**src/rtl/register_file_sb.sv**
```systemverilog
// Parametrised integer register file with two write ports and a per-register
// write-in-flight scoreboard. Optional macro REGFILE_BYPASS_EN adds write-to-read forwarding.
module register_file_sb #(
    parameter int DATA_W   = 32,
    parameter int NUM_REGS = 32,
    parameter int ADDR_W   = $clog2(NUM_REGS),
    parameter int NUM_RD   = 2
) (
    input  logic                     clk,
    input  logic                     reset,
    input  logic [NUM_RD*ADDR_W-1:0] rd_addr,
    output logic [NUM_RD*DATA_W-1:0] rd_data,
    output logic [NUM_RD-1:0]        rd_busy,
    input  logic                     wr0_en,
    input  logic [ADDR_W-1:0]        wr0_addr,
    input  logic [DATA_W-1:0]        wr0_data,
    input  logic                     wr1_en,
    input  logic [ADDR_W-1:0]        wr1_addr,
    input  logic [DATA_W-1:0]        wr1_data,
    input  logic                     issue_valid,
    input  logic [ADDR_W-1:0]        issue_addr,
    output logic                     issue_ready,
    output logic [ADDR_W:0]          busy_count
);

    logic [DATA_W-1:0]   regs [NUM_REGS];
    logic [NUM_REGS-1:0] busy;
    logic [NUM_REGS-1:0] busy_nxt;
    logic [ADDR_W:0]     busy_cnt_nxt;
    logic                wr0_hit;
    logic                wr1_hit;
    logic                grant_set;

    assign wr0_hit = wr0_en && (wr0_addr != '0);
    assign wr1_hit = wr1_en && (wr1_addr != '0);

    // Issue handshake: a reservation is granted at the posedge where issue_valid
    // and issue_ready are both high; issue_ready never depends on issue_valid.
    assign issue_ready = (issue_addr == '0) || !busy[issue_addr];
    assign grant_set   = issue_valid && issue_ready && (issue_addr != '0);

    // Clears are applied before the set so a same-edge grant keeps the register busy.
    always_comb begin
        busy_nxt = busy;
        if (wr0_hit) busy_nxt[wr0_addr] = 1'b0;
        if (wr1_hit) busy_nxt[wr1_addr] = 1'b0;
        if (grant_set) busy_nxt[issue_addr] = 1'b1;
        busy_nxt[0] = 1'b0;
        busy_cnt_nxt = '0;
        for (int i = 0; i < NUM_REGS; i++) begin
            busy_cnt_nxt = busy_cnt_nxt + {{ADDR_W{1'b0}}, busy_nxt[i]};
        end
    end

    always_ff @(posedge clk) begin
        if (reset) begin
            for (int i = 0; i < NUM_REGS; i++) regs[i] <= '0;
            busy       <= '0;
            busy_count <= '0;
        end else begin
            if (wr0_hit) regs[wr0_addr] <= wr0_data;
            // Port 1 is the later assignment, so it wins a same-address collision.
            if (wr1_hit) regs[wr1_addr] <= wr1_data;
            busy       <= busy_nxt;
            busy_count <= busy_cnt_nxt;
        end
    end

    for (genvar p = 0; p < NUM_RD; p++) begin : g_rd
        logic [ADDR_W-1:0] a;
        logic [DATA_W-1:0] d;
        logic              b;

        assign a = rd_addr[p*ADDR_W +: ADDR_W];

        always_comb begin
            d = (a == '0) ? '0 : regs[a];
            b = (a != '0) && busy[a];
`ifdef REGFILE_BYPASS_EN
            if (wr1_hit && (wr1_addr == a)) begin
                d = wr1_data;
                b = grant_set && (issue_addr == a);
            end else if (wr0_hit && (wr0_addr == a)) begin
                d = wr0_data;
                b = grant_set && (issue_addr == a);
            end
`endif
        end

        assign rd_data[p*DATA_W +: DATA_W] = d;
        assign rd_busy[p]                  = b;
    end

endmodule
```
**config.mk**
```make
export PLATFORM = sky130hd
export DESIGN_NAME = register_file_sb
export DESIGN_NICKNAME = d
export VERILOG_FILES = /design/src/rtl/register_file_sb.sv
export SDC_FILE = /design/constraint.sdc
export NUM_CORES = 2
export LEC_CHECK = 0
export ABC_CLOCK_PERIOD_IN_PS = 7570
export CAP_MARGIN = 20
export CELL_PAD_IN_SITES_DETAIL_PLACEMENT = 2
export CELL_PAD_IN_SITES_GLOBAL_PLACEMENT = 2
export CORE_UTILIZATION = 28
export CTS_CLUSTER_SIZE = 40
export DETAILED_ROUTE_END_ITERATION = 8
export DONT_BUFFER_PORTS = 1
export GPL_TIMING_DRIVEN = 0
export MAX_ROUTING_LAYER = met4
export PLACE_DENSITY = 0.51
export SYNTH_ARGS = -nofsm -noshare
export SYNTH_HDL_FRONTEND = slang
export SYNTH_SLANG_ARGS = --single-unit
```
**constraint.sdc**
```tcl
create_clock -name clk -period 7.57 [get_ports clk]
set_input_delay 1.514 -clock clk [delete_from_list [all_inputs] [get_ports clk]]
set_output_delay 1.514 -clock clk [all_outputs]
set_load 0.05 [all_outputs]
```
==> results.md <==
- Placed cell areas: roughly 67000 sq um
- WP data required: between 8 and 9 ns
- Min-delay worst type: reg -> reg
- Worst setup SP type: input pin
- Final WS setup: 0.269 ns
- Area grow syn2layout: 17.0%
- CP Capture Type: register
- Share of layout cells above drive strength 1: 0.262
- Seq cells post-synth: between 1000 and 1500
- Largest fanout on the critical path: 9
- Register area share after synthesis: 0.515
- Clock skew: roughly 0.0066 ns
- Initial drt markers: about 5100
- Peak VDD IR: around 0.00023 V
- Max stage delay on crit path: 0.90 ns
- Top cell type's share of synthesized area: 0.503
- PortBufs: 0
- Critical Path AT: 7.98 ns
- Rel. slew slack: 0.130
- Die ar.: 220000 sq um
- Most numerous cell in the Yosys netlist: edfxtp_1
- WHS Path Cells: 2
- Total Power: between 0.015 and 0.02 W
- Reg-to-reg endpoint: busy_count[4]
- Worst R2R Path Depth: 21
- Row count: ~170
- Synth area leader: edfxtp_1
- Detailed Route WL: approximately 330 mm
- Worst path cell trace: clkbuf_1 > nor2_1 > nand2_1 > a32oi_1 > fa_1 > fa_1 > fa_1 > inv_1 > fa_1 > fa_1 > fa_1 > fa_1 > inv_1 > fa_1 > inv_1 > a21o_1 > a21oi_1 > xor2_1 > nor2_1
- Cts hold-fix bufs: 0
- Vias in the first global route: approximately 48000
- CTS buffer count: 137
- Routed wire per std cell: around 46 microns
- Gr ovfl total: 0
- Ys Warns: 0
- Final hold slack: roughly 0.53 ns
- # IOs: ~170
- Crit path from: wr1_addr[1]
- Initial antenna violation count: 21
- Synth top cells by count: 1024 x edfxtp_1, 995 x a22o_1, 599 x mux4_2, 443 x clkbuf_1, 135 x mux2i_1
- Main area contributors after synthesis: edfxtp_1 50%, mux4_2 22%, a22o_1 14%, clkbuf_1 2.7%, mux2i_1 2.2%
- Core box area: between 200000 and 250000 sq um
- Pleak: 24.0 nW
- Kind of critical path: in -> reg
- Met2 wire length: 160 mm
- CTS tree: done
- Layout fillers: between 20000 and 25000
- Max-slew violation count: 0
- H-Tree Depth: 4
- Nets@finish: around 4400
- First-pass GRT wire length: approximately 440 mm
- Wire length on met1: between 100 and 150 mm
- Hold EP: busy[16]
- Placed wire-length estimate: between 200 and 300 mm
- Clock buffer depth: 3
- Routed vias: between 40000 and 50000
- Tot GR Track Use: 0.305
- RSZ-0062 raised after global routing: no
- Max_cap viols: 0
- Largest net degree at the start of global routing: 33
- Reg clk slew, reported paths: ~0.05 ns
- Die H: between 400 and 500 microns
- Worst Max-Slew Pin Slew: around 1.3 ns
- DRC: 0
- Place WS: -1.10 ns
- Fmax: about 140 MHz
- Via density: between 6 and 7
- Final number of setup-violating endpoints: 0
- Top_reg_cell synth: edfxtp_1
- Routability cong.: roughly 0.9
- ANT nets after route: 0
- Outcome: finished, final reports clean
- Cell repeated most along the worst path: fa_1
- Post-layout min period: ~7.3 ns
- Root Buffer: clkbuf_16
- Final period util: 0.964
- Top Layer Used: met4
- Design area: around 72000 sq um
- Met3 WL: ~23 mm
- Clock sink count: between 1000 and 1500
- Mapped Area: just over 60000 sq um
- Worst flop-to-flop path startpoint: busy[7]
- Worst min-delay path startpoint: busy[16]
- Crit-path slowest cell: nor2_1
- Syn avg cell area: 15.5 sq um
- Fraction of registers with async set/reset: 0
- Initial DRT Pass Iterations: 5
- Fin. Hold Viols: 0
- Starting Density: 0.282
- Utilization after layout: 0.330
- Clk_lat worst skew: between 0.8 and 0.9 ns
- Reg2reg setup slack: between 0.9 and 1 ns
- Cell variety after synth: 64
- Die width: between 400 and 500 microns
- Post-Synthesis Cells: between 3000 and 4000
- Pwr/cell area: roughly 230 nW/um^2
- Post-synth EDFFs: between 1000 and 1500
report_power, final:
part	total [W]	switching, W	internal [W]
logic	0.00250	0.00164	0.000856
clock network	0.00666	0.00289	0.00377
registers	0.00701	0.000204	0.00681
total	0.0162	0.00474	0.0114
state kept, by name, summed over array words and instances, names as in the netlist:
signal,cells
busy,31
busy_count,6
regs,1024
area by class of cell:
class / instances / area [sq um] / share of cell area
repair buffers: 137 / 1870 / 0.0261
plain buffers: 588 / 2390 / 0.0335
well taps: 2854 / 3570 / 0.0499
clock inverters: 79 / 825 / 0.0115
clock buffers: 167 / 3540 / 0.0495
multi-input cells: 2279 / 27700 / 0.387
inverters: 41 / 154 / 0.00215
diodes: 18 / 45.0 / 0.000630
flip-flops and latches: 1061 / 31500 / 0.440
critical path: cells and delay by family:
kind	cells	cell delay, ns
adder cells (fa/ha/maj)	8	3.65
AND/OR/NAND/NOR	3	1.37
buffers and inverters	4	0.40
AO/OA/AOI/OAI	3	0.87
XOR/XNOR	1	0.18
cell usage in the layout, fill, tap and decap left out, types with 9 or more instances in the layout:
cell type     n
a211oi_2      9
a21o_1       67
a21oi_1      25
a22o_1      995
a22oi_1      12
and2_1        9
buf_1        28
buf_12       15
buf_16        9
buf_2       110
buf_4        38
buf_6        36
buf_8        46
bufinv_16    12
clkbuf_1    464
clkbuf_16   137
clkinv_1     22
clkinv_2     25
conb_1       32
dfxtp_1      37
diode_2      18
edfxtp_1   1024
fa_1         23
inv_1        37
mux2i_1     135
mux4_2      599
nand2_1      44
nand2_2       9
nand2_4      10
nand2b_1     11
nor2_1       53
nor2b_1      13
nor3_1        9
nor3_2       26
nor4_2        9
o22ai_1      69
o32ai_1      10
layer usage:
layer  GRT usage  vias up
li1            -    17472
met1       0.379    25422
met2       0.494     2025
met3      0.0564      593
met4       0.114        0
met5           -        -
worst max path at each step:
| stage | endpoint | slack, ns | depth (start not counted) |
|---|---|---|---|
| final | busy_count[4] | 0.27 | 19 |
| after CTS | busy_count[4] | 0.05 | 22 |
| after global routing | busy_count[4] | 0.02 | 21 |
| after detailed placement | busy_count[4] | -1.10 | 22 |
| after global placement | busy_count[4] | -0.94 | 22 |
| after floorplan | busy_count[4] | 0.13 | 22 |
per-stage QoR:
step / TNS (ns) / std cells
6_report: 0 / 7224
5_1_grt: 0 / 7218
4_1_cts: 0 / 7199
3_5_place_dp: -4.20 / 6953
3_3_place_gp: -3.43 / 6823
2_1_floorplan: 0 / 3969
cell families after synthesis:
group / after synthesis / synth area share
buf+inv: 629 / 0.0414
other cells: 1 / 0.0000614
flops: 1061 / 0.515
simple gates: 248 / 0.0208
xor+xnor: 2 / 0.000287
compound gates: 1231 / 0.170
mux: 736 / 0.243
fa+ha+maj: 30 / 0.00897
timing repair:
item,in CTS,in global routing
setup endpoints to repair,1,1
pin swaps,0,1
buffers inserted,0,1
gates resized for setup,2,7
Note: power is estimated with default switching activity, not from simulation.
